[config.mk]
export PLATFORM = sky130hd
export DESIGN_NAME = regfile_writeback_ctrl_flat
export DESIGN_NICKNAME = d
export VERILOG_FILES = /design/src/rtl/regfile_writeback_ctrl_if.sv /design/src/rtl/regfile_writeback_ctrl.sv /design/src/flat_wrapper.sv
export SDC_FILE = /design/constraint.sdc
export NUM_CORES = 1
export LEC_CHECK = 0
export ABC_AREA = 1
export BUFFER_PORTS_ARGS = -buffer_cell sky130_fd_sc_hd__buf_2
export CAP_MARGIN = 20
export CORE_MARGIN = 1.5
export CORE_UTILIZATION = 54
export DETAILED_ROUTE_END_ITERATION = 6
export PLACE_DENSITY = 0.8
export RECOVER_POWER = 50
export SLEW_MARGIN = 25
export SYNTH_ARGS = -nofsm -noshare
export SYNTH_HDL_FRONTEND = slang
export SYNTH_SLANG_ARGS = --single-unit
[constraint.sdc]
create_clock -name clk -period 3.4 [get_ports clk]
set_input_delay 0.34 -clock clk [delete_from_list [all_inputs] [get_ports clk]]
set_output_delay 0.34 -clock clk [all_outputs]
set_load 0.02 [all_outputs]
[src/rtl/regfile_writeback_ctrl_if.sv]
// Bundle of issue, ALU, LSU and register-file write-port signals for regfile_writeback_ctrl.
// With WB_PERF_CNT_EN defined, the bundle also carries the two performance counters.
interface regfile_writeback_ctrl_if #(
  parameter int ADDR_WIDTH = 5,
  parameter int DATA_WIDTH = 32
);
  logic                       iss_valid;
  logic [ADDR_WIDTH-1:0]      iss_rs1;
  logic [ADDR_WIDTH-1:0]      iss_rs2;
  logic [ADDR_WIDTH-1:0]      iss_rd;
  logic                       iss_stall;
  logic                       alu_valid;
  logic [ADDR_WIDTH-1:0]      alu_rd;
  logic [DATA_WIDTH-1:0]      alu_data;
  // LSU handshake: a transfer happens at a rising edge where lsu_valid && lsu_ready;
  // the producer holds lsu_rd/lsu_data stable while lsu_valid is high and not accepted.
  logic                       lsu_valid;
  logic                       lsu_ready;
  logic [ADDR_WIDTH-1:0]      lsu_rd;
  logic [DATA_WIDTH-1:0]      lsu_data;
  logic                       rf_we;
  logic [ADDR_WIDTH-1:0]      rf_waddr;
  logic [DATA_WIDTH-1:0]      rf_wdata;
  logic [2**ADDR_WIDTH-1:0]   busy;
`ifdef WB_PERF_CNT_EN
  logic [31:0]                perf_stall_cycles;
  logic [31:0]                perf_lsu_bp_cycles;
`endif

  modport master (
`ifdef WB_PERF_CNT_EN
    output perf_stall_cycles, perf_lsu_bp_cycles,
`endif
    input  iss_valid, iss_rs1, iss_rs2, iss_rd,
    output iss_stall,
    input  alu_valid, alu_rd, alu_data,
    input  lsu_valid, lsu_rd, lsu_data,
    output lsu_ready,
    output rf_we, rf_waddr, rf_wdata, busy
  );

  modport slave (
`ifdef WB_PERF_CNT_EN
    input  perf_stall_cycles, perf_lsu_bp_cycles,
`endif
    output iss_valid, iss_rs1, iss_rs2, iss_rd,
    input  iss_stall,
    output alu_valid, alu_rd, alu_data,
    output lsu_valid, lsu_rd, lsu_data,
    input  lsu_ready,
    input  rf_we, rf_waddr, rf_wdata, busy
  );
endinterface

[src/rtl/regfile_writeback_ctrl.sv]
// Writeback merger for the 2R/1W register file: ALU (fixed priority) plus buffered LSU, with a
// per-register busy scoreboard driving the issue stall. Optional counters under WB_PERF_CNT_EN.
module regfile_writeback_ctrl #(
  parameter int ADDR_WIDTH     = 5,
  parameter int DATA_WIDTH     = 32,
  parameter int LSU_FIFO_DEPTH = 2
) (
  input  logic                    clk,
  input  logic                    rst_n,
  regfile_writeback_ctrl_if.master bus
);
  localparam int NREG  = 2**ADDR_WIDTH;
  localparam int PTR_W = $clog2(LSU_FIFO_DEPTH);

  logic [ADDR_WIDTH-1:0] fifo_rd   [LSU_FIFO_DEPTH];
  logic [DATA_WIDTH-1:0] fifo_data [LSU_FIFO_DEPTH];
  logic [PTR_W-1:0]      wr_ptr;
  logic [PTR_W-1:0]      rd_ptr;
  logic [PTR_W:0]        count;
  logic                  full;
  logic                  empty;
  logic                  push;
  logic                  pop;
  logic                  alu_win;

  logic [NREG-1:0]       busy_q;
  logic [NREG-1:0]       busy_d;
  logic                  rf_we_q;
  logic [ADDR_WIDTH-1:0] rf_waddr_q;
  logic [DATA_WIDTH-1:0] rf_wdata_q;

  assign full  = (count == (PTR_W+1)'(LSU_FIFO_DEPTH));
  assign empty = (count == '0);

  assign bus.lsu_ready = rst_n && !full;
  // LSU loads to x0 complete the handshake but never enter the buffer.
  assign push    = bus.lsu_valid && bus.lsu_ready && (bus.lsu_rd != '0);
  assign alu_win = bus.alu_valid && (bus.alu_rd != '0);
  assign pop     = !empty && !alu_win;

  // busy_q[0] is held at 0, so x0 source/destination terms never stall.
  assign bus.iss_stall = rst_n && bus.iss_valid &&
                         (busy_q[bus.iss_rs1] | busy_q[bus.iss_rs2] | busy_q[bus.iss_rd]);

  always_ff @(posedge clk) begin
    if (push) begin
      fifo_rd[wr_ptr]   <= bus.lsu_rd;
      fifo_data[wr_ptr] <= bus.lsu_data;
    end
  end

  always_ff @(posedge clk) begin
    if (!rst_n) begin
      wr_ptr <= '0;
      rd_ptr <= '0;
      count  <= '0;
    end else begin
      if (push) wr_ptr <= wr_ptr + PTR_W'(1);
      if (pop)  rd_ptr <= rd_ptr + PTR_W'(1);
      case ({push, pop})
        2'b10:   count <= count + (PTR_W+1)'(1);
        2'b01:   count <= count - (PTR_W+1)'(1);
        default: count <= count;
      endcase
    end
  end

  // Clear first so that a reservation at the same edge and index wins.
  always_comb begin
    busy_d = busy_q;
    if (rf_we_q) busy_d[rf_waddr_q] = 1'b0;
    if (bus.iss_valid && !bus.iss_stall && (bus.iss_rd != '0)) busy_d[bus.iss_rd] = 1'b1;
    busy_d[0] = 1'b0;
  end

  always_ff @(posedge clk) begin
    if (!rst_n) begin
      busy_q     <= '0;
      rf_we_q    <= 1'b0;
      rf_waddr_q <= '0;
      rf_wdata_q <= '0;
    end else begin
      busy_q  <= busy_d;
      rf_we_q <= alu_win || pop;
      if (alu_win) begin
        rf_waddr_q <= bus.alu_rd;
        rf_wdata_q <= bus.alu_data;
      end else if (pop) begin
        rf_waddr_q <= fifo_rd[rd_ptr];
        rf_wdata_q <= fifo_data[rd_ptr];
      end
    end
  end

  assign bus.rf_we    = rf_we_q;
  assign bus.rf_waddr = rf_waddr_q;
  assign bus.rf_wdata = rf_wdata_q;
  assign bus.busy     = busy_q;

`ifdef WB_PERF_CNT_EN
  logic [31:0] perf_stall_q;
  logic [31:0] perf_bp_q;

  always_ff @(posedge clk) begin
    if (!rst_n) begin
      perf_stall_q <= '0;
      perf_bp_q    <= '0;
    end else begin
      if (bus.iss_stall)                    perf_stall_q <= perf_stall_q + 32'd1;
      if (bus.lsu_valid && !bus.lsu_ready)  perf_bp_q    <= perf_bp_q + 32'd1;
    end
  end

  assign bus.perf_stall_cycles  = perf_stall_q;
  assign bus.perf_lsu_bp_cycles = perf_bp_q;
`endif
endmodule

[src/flat_wrapper.sv]
// flat-port wrapper written by rule: the top's interface ports become plain ports
module regfile_writeback_ctrl_flat 
#(
  parameter int ADDR_WIDTH     = 5,
  parameter int DATA_WIDTH     = 32,
  parameter int LSU_FIFO_DEPTH = 2
)
  (clk, rst_n, bus_iss_valid, bus_iss_rs1, bus_iss_rs2, bus_iss_rd, bus_iss_stall, bus_alu_valid, bus_alu_rd, bus_alu_data, bus_lsu_valid, bus_lsu_rd, bus_lsu_data, bus_lsu_ready, bus_rf_we, bus_rf_waddr, bus_rf_wdata, bus_busy);
  regfile_writeback_ctrl_if #(.ADDR_WIDTH(ADDR_WIDTH), .DATA_WIDTH(DATA_WIDTH)) bus_i ();
  input  logic clk;
  input  logic rst_n;
  input wire logic [$bits(bus_i.iss_valid)-1:0] bus_iss_valid;
  input wire logic [$bits(bus_i.iss_rs1)-1:0] bus_iss_rs1;
  input wire logic [$bits(bus_i.iss_rs2)-1:0] bus_iss_rs2;
  input wire logic [$bits(bus_i.iss_rd)-1:0] bus_iss_rd;
  output wire logic [$bits(bus_i.iss_stall)-1:0] bus_iss_stall;
  input wire logic [$bits(bus_i.alu_valid)-1:0] bus_alu_valid;
  input wire logic [$bits(bus_i.alu_rd)-1:0] bus_alu_rd;
  input wire logic [$bits(bus_i.alu_data)-1:0] bus_alu_data;
  input wire logic [$bits(bus_i.lsu_valid)-1:0] bus_lsu_valid;
  input wire logic [$bits(bus_i.lsu_rd)-1:0] bus_lsu_rd;
  input wire logic [$bits(bus_i.lsu_data)-1:0] bus_lsu_data;
  output wire logic [$bits(bus_i.lsu_ready)-1:0] bus_lsu_ready;
  output wire logic [$bits(bus_i.rf_we)-1:0] bus_rf_we;
  output wire logic [$bits(bus_i.rf_waddr)-1:0] bus_rf_waddr;
  output wire logic [$bits(bus_i.rf_wdata)-1:0] bus_rf_wdata;
  output wire logic [$bits(bus_i.busy)-1:0] bus_busy;
  assign bus_i.iss_valid = bus_iss_valid;
  assign bus_i.iss_rs1 = bus_iss_rs1;
  assign bus_i.iss_rs2 = bus_iss_rs2;
  assign bus_i.iss_rd = bus_iss_rd;
  assign bus_iss_stall = bus_i.iss_stall;
  assign bus_i.alu_valid = bus_alu_valid;
  assign bus_i.alu_rd = bus_alu_rd;
  assign bus_i.alu_data = bus_alu_data;
  assign bus_i.lsu_valid = bus_lsu_valid;
  assign bus_i.lsu_rd = bus_lsu_rd;
  assign bus_i.lsu_data = bus_lsu_data;
  assign bus_lsu_ready = bus_i.lsu_ready;
  assign bus_rf_we = bus_i.rf_we;
  assign bus_rf_waddr = bus_i.rf_waddr;
  assign bus_rf_wdata = bus_i.rf_wdata;
  assign bus_busy = bus_i.busy;
  regfile_writeback_ctrl #(.ADDR_WIDTH(ADDR_WIDTH), .DATA_WIDTH(DATA_WIDTH), .LSU_FIFO_DEPTH(LSU_FIFO_DEPTH)) u_core (.clk(clk), .rst_n(rst_n), .bus(bus_i));
endmodule
==> flow_summary.toml <==
[worst_setup_path]
worstSetupStartpointType = "flip-flop"
reg2regPathDepth = 7
kind_of_capture_point_of_the_worst_setup_path = "output pin"
timing_worst_setup_path_type = "flip-flop to output pin"
cp_data_arrival_time_ps = 2170
required_ps = 3060
cp_max_fo = 32

[yosys]
dominant_cell_type_by_area_after_synthesis = "sky130_fd_sc_hd__edfxtp_1"
synth_top_area_frac = 0.307
mappedNetlistNets = 928
average_instance_area_after_synthesis_sq_um = 8.69
synth_area_leaders = "sky130_fd_sc_hd__edfxtp_1, sky130_fd_sc_hd__dfxtp_1, sky130_fd_sc_hd__nand2_1"
seq_area_frac_synth = 0.512
syn-instance-count = 833
yosysWarningCount = 0
cell_area_synth_sq_um = 7240
synth.ff_latch_count = 148
ys_types = 35

[clocking]
cts.hold.buffers_added = 0
cts_tree = "yes"
clock-root-buffer = "sky130_fd_sc_hd__clkbuf_16"
path_clk_slew_ps = 60
clock-sinks = 148
cts.repair_timing.setup_buffer_count = 0
cts_buffers = 17
clock_tree.buffer_depth = 2
htree_num_levels = 4
clock_latency_reported_for_the_late_side_of_the_worst_skew_pair_ps = 420
cts_resized = 0

[cells_and_area]
num-nets-final = 1082
most-common-layout-cells = "sky130_fd_sc_hd__nand2_1, sky130_fd_sc_hd__inv_1, sky130_fd_sc_hd__clkbuf_1"
mostFrequentLayoutCell = "sky130_fd_sc_hd__nand2_1"
layout-area-overhead-vs-synth_pct = 18.9
share_of_layout_cells_above_drive_strength_1 = 0.197
n_antenna_cell = 0

[pwr]
p_leak_nw = 3.35
power.density_cell_area_nw_per_um2 = 544
max-vdd-ir-drop_mv = 0.389

[die]
row_count = 42
die_h_um = 119
io_pins = 166
die_area_sq_um = 14100
core_region_area_sq_um = 13100
die_width_um = 119
start_util = 0.551

[routing]
avgRoutedWirePerCell_um = 16.4
ant_nets = 0
drt_iter0_drc = 438
number_of_iterations_in_the_first_detailed_routing_pass = 5
vias = 6500
drt-total-wl_um = 19300
routed_via_count_divided_by_cell_count = 5.53
drc_errors = 0

[global_route]
number_of_global_route_vias_before_repair = 6411
grt_util_overall = 0.280
grt_start_max_net_pins = 53
grt_first_pass_wirelength_um = 31200
grt_antenna_before_repair = 1
globalRouteOverflowTotal = 0

[sta]
layout_setup_ws_ps = 886
fin_setup_tns_ps = 0
final-setup-viol-count = 0
layout_min_cycle_time_ps = 2510
timing.final.max_slew_violations = 0
timing.clock.skew_ps = 8.99
timing.final.hold_violations = 0
maxClockFrequency_ghz = 0.398
max_slew_margin = 0.448
rsz0062_at_grt = "false"
fin_crit_sh = 0.739
tightest_slew_ps = 828

[placement]
port_buffers = 164
finalWeightedCongestion = 1.00
dp_hpwl_um = 13000
place_ws_ps = 934

[outcome]
result_of_the_run = "complete, no violations"

[hold_path]
min_path_type = "primary input to flip-flop"
timing.hold.worst_path_depth = 1

[run]
timing.max_cap.violations = 0
## where the power goes
| group | switching, mW | total (mW) | internal (mW) | leakage [nW] |
|---|---|---|---|---|
| clock | 0.740 | 1.90 | 1.16 | 0.287 |
| combinational | 0.512 | 0.733 | 0.221 | 1.78 |
| sequential | 0.0635 | 2.05 | 1.99 | 1.28 |
## area by class of cell
type                    count  area, sq um
fillers                  1137         4530
flip-flops and latches    148         3700
multi-input cells         554         2930
repair buffers            173          795
clock buffers              18          429
inverters                  93          349
well taps                 176          220
clock inverters            14          174
## metrics by stage
step,util,std cells,total power [mW],instance area (sq um),hold WS (ps)
after floorplan,-,833,2.57,7240,425
after global placement,0.618,1144,2.80,8120,432
after detailed placement,0.618,1144,2.82,8120,438
after CTS,0.664,1176,4.71,8720,99.5
after global routing,0.655,1176,4.85,8600,91.1
final,0.655,1176,4.68,8600,106
## cells by family (layout without fill, tap and decap cells)
kind of cell | after synthesis | count (layout) | share of synthesized area
simple gates | 402 | 402 | 0.258
flops | 148 | 148 | 0.512
compound gates | 138 | 138 | 0.128
buf+inv | 131 | 298 | 0.0833
mux | 12 | 12 | 0.0166
fa+ha+maj | 1 | 1 | 0.00173
other cells | 1 | 1 | 0.000518
## critical path: stages, from the launching register on
cell	delay (ps)
sky130_fd_sc_hd__dfxtp_1	320
sky130_fd_sc_hd__inv_1	130
sky130_fd_sc_hd__nor2_1	80
sky130_fd_sc_hd__a21oi_2	110
sky130_fd_sc_hd__nand2_1	60
sky130_fd_sc_hd__nand2_1	50
sky130_fd_sc_hd__nand2_1	50
sky130_fd_sc_hd__inv_1	50
sky130_fd_sc_hd__nand2_1	50
sky130_fd_sc_hd__nor2_2	110
sky130_fd_sc_hd__nand3_2	100
sky130_fd_sc_hd__nand2_4	390
sky130_fd_sc_hd__inv_1	80
sky130_fd_sc_hd__buf_2	170
## layer usage
layer,GRT usage,vias to the layer above,share of wire
li1,-,3124,-
met1,0.331,2988,0.40
met2,0.486,338,0.49
met3,0.0685,50,0.088
met4,0.120,0,0.029
met5,0,-,0
## synth_stat cells
master                     instances
sky130_fd_sc_hd__nand3_2          30
sky130_fd_sc_hd__nor4_1            1
sky130_fd_sc_hd__a221oi_1          6
sky130_fd_sc_hd__inv_1            87
sky130_fd_sc_hd__a31oi_1          14
sky130_fd_sc_hd__nand2_1         208
sky130_fd_sc_hd__nand2_4           1
sky130_fd_sc_hd__nand2_2           4
sky130_fd_sc_hd__buf_12            3
sky130_fd_sc_hd__a21oi_1          14
sky130_fd_sc_hd__edfxtp_1         74
sky130_fd_sc_hd__buf_2            11
sky130_fd_sc_hd__o221ai_1          3
sky130_fd_sc_hd__nor2_4            1
sky130_fd_sc_hd__mux2i_1          12
sky130_fd_sc_hd__conb_1            1
sky130_fd_sc_hd__o21ai_0          42
sky130_fd_sc_hd__dfxtp_1          74
sky130_fd_sc_hd__nor2_2            2
sky130_fd_sc_hd__o211ai_1         25
sky130_fd_sc_hd__a21oi_2          30
sky130_fd_sc_hd__nand4_1           5
sky130_fd_sc_hd__or2_2             6
sky130_fd_sc_hd__buf_4             3
sky130_fd_sc_hd__nor2_1           58
sky130_fd_sc_hd__nor3_1            8
sky130_fd_sc_hd__or2_1             1
sky130_fd_sc_hd__inv_2             6
sky130_fd_sc_hd__o311ai_0          2
sky130_fd_sc_hd__nand3_1          76
sky130_fd_sc_hd__o21ai_1           2
sky130_fd_sc_hd__clkbuf_1         16
sky130_fd_sc_hd__buf_6             5
sky130_fd_sc_hd__ha_1              1
sky130_fd_sc_hd__nor3b_1           1
## path summary, 6_finish.rpt
check                                         from                 endpoint  slack [ps]
worst max-delay path            u_core.bus.busy[7]            bus_iss_stall         890
worst min-delay path               bus_lsu_data[0]   u_core.fifo_data[0][0]         110
worst max register to register     u_core.count[0]  u_core.fifo_data[0][14]        1280
worst min register to register       u_core.rd_ptr            u_core.rd_ptr         450
## state kept, by name (all words and copies together), names as in the netlist, named ones only
signal and flops:
u_core.fifo_data 64, u_core.rd_ptr 1, u_core.wr_ptr 1, u_core.bus.rf_waddr 5
u_core.bus.rf_we 1, u_core.count 2, u_core.bus.rf_wdata 32, u_core.bus.busy 31
u_core.fifo_rd 10
No activity file was read; power rests on OpenSTA's default activity.
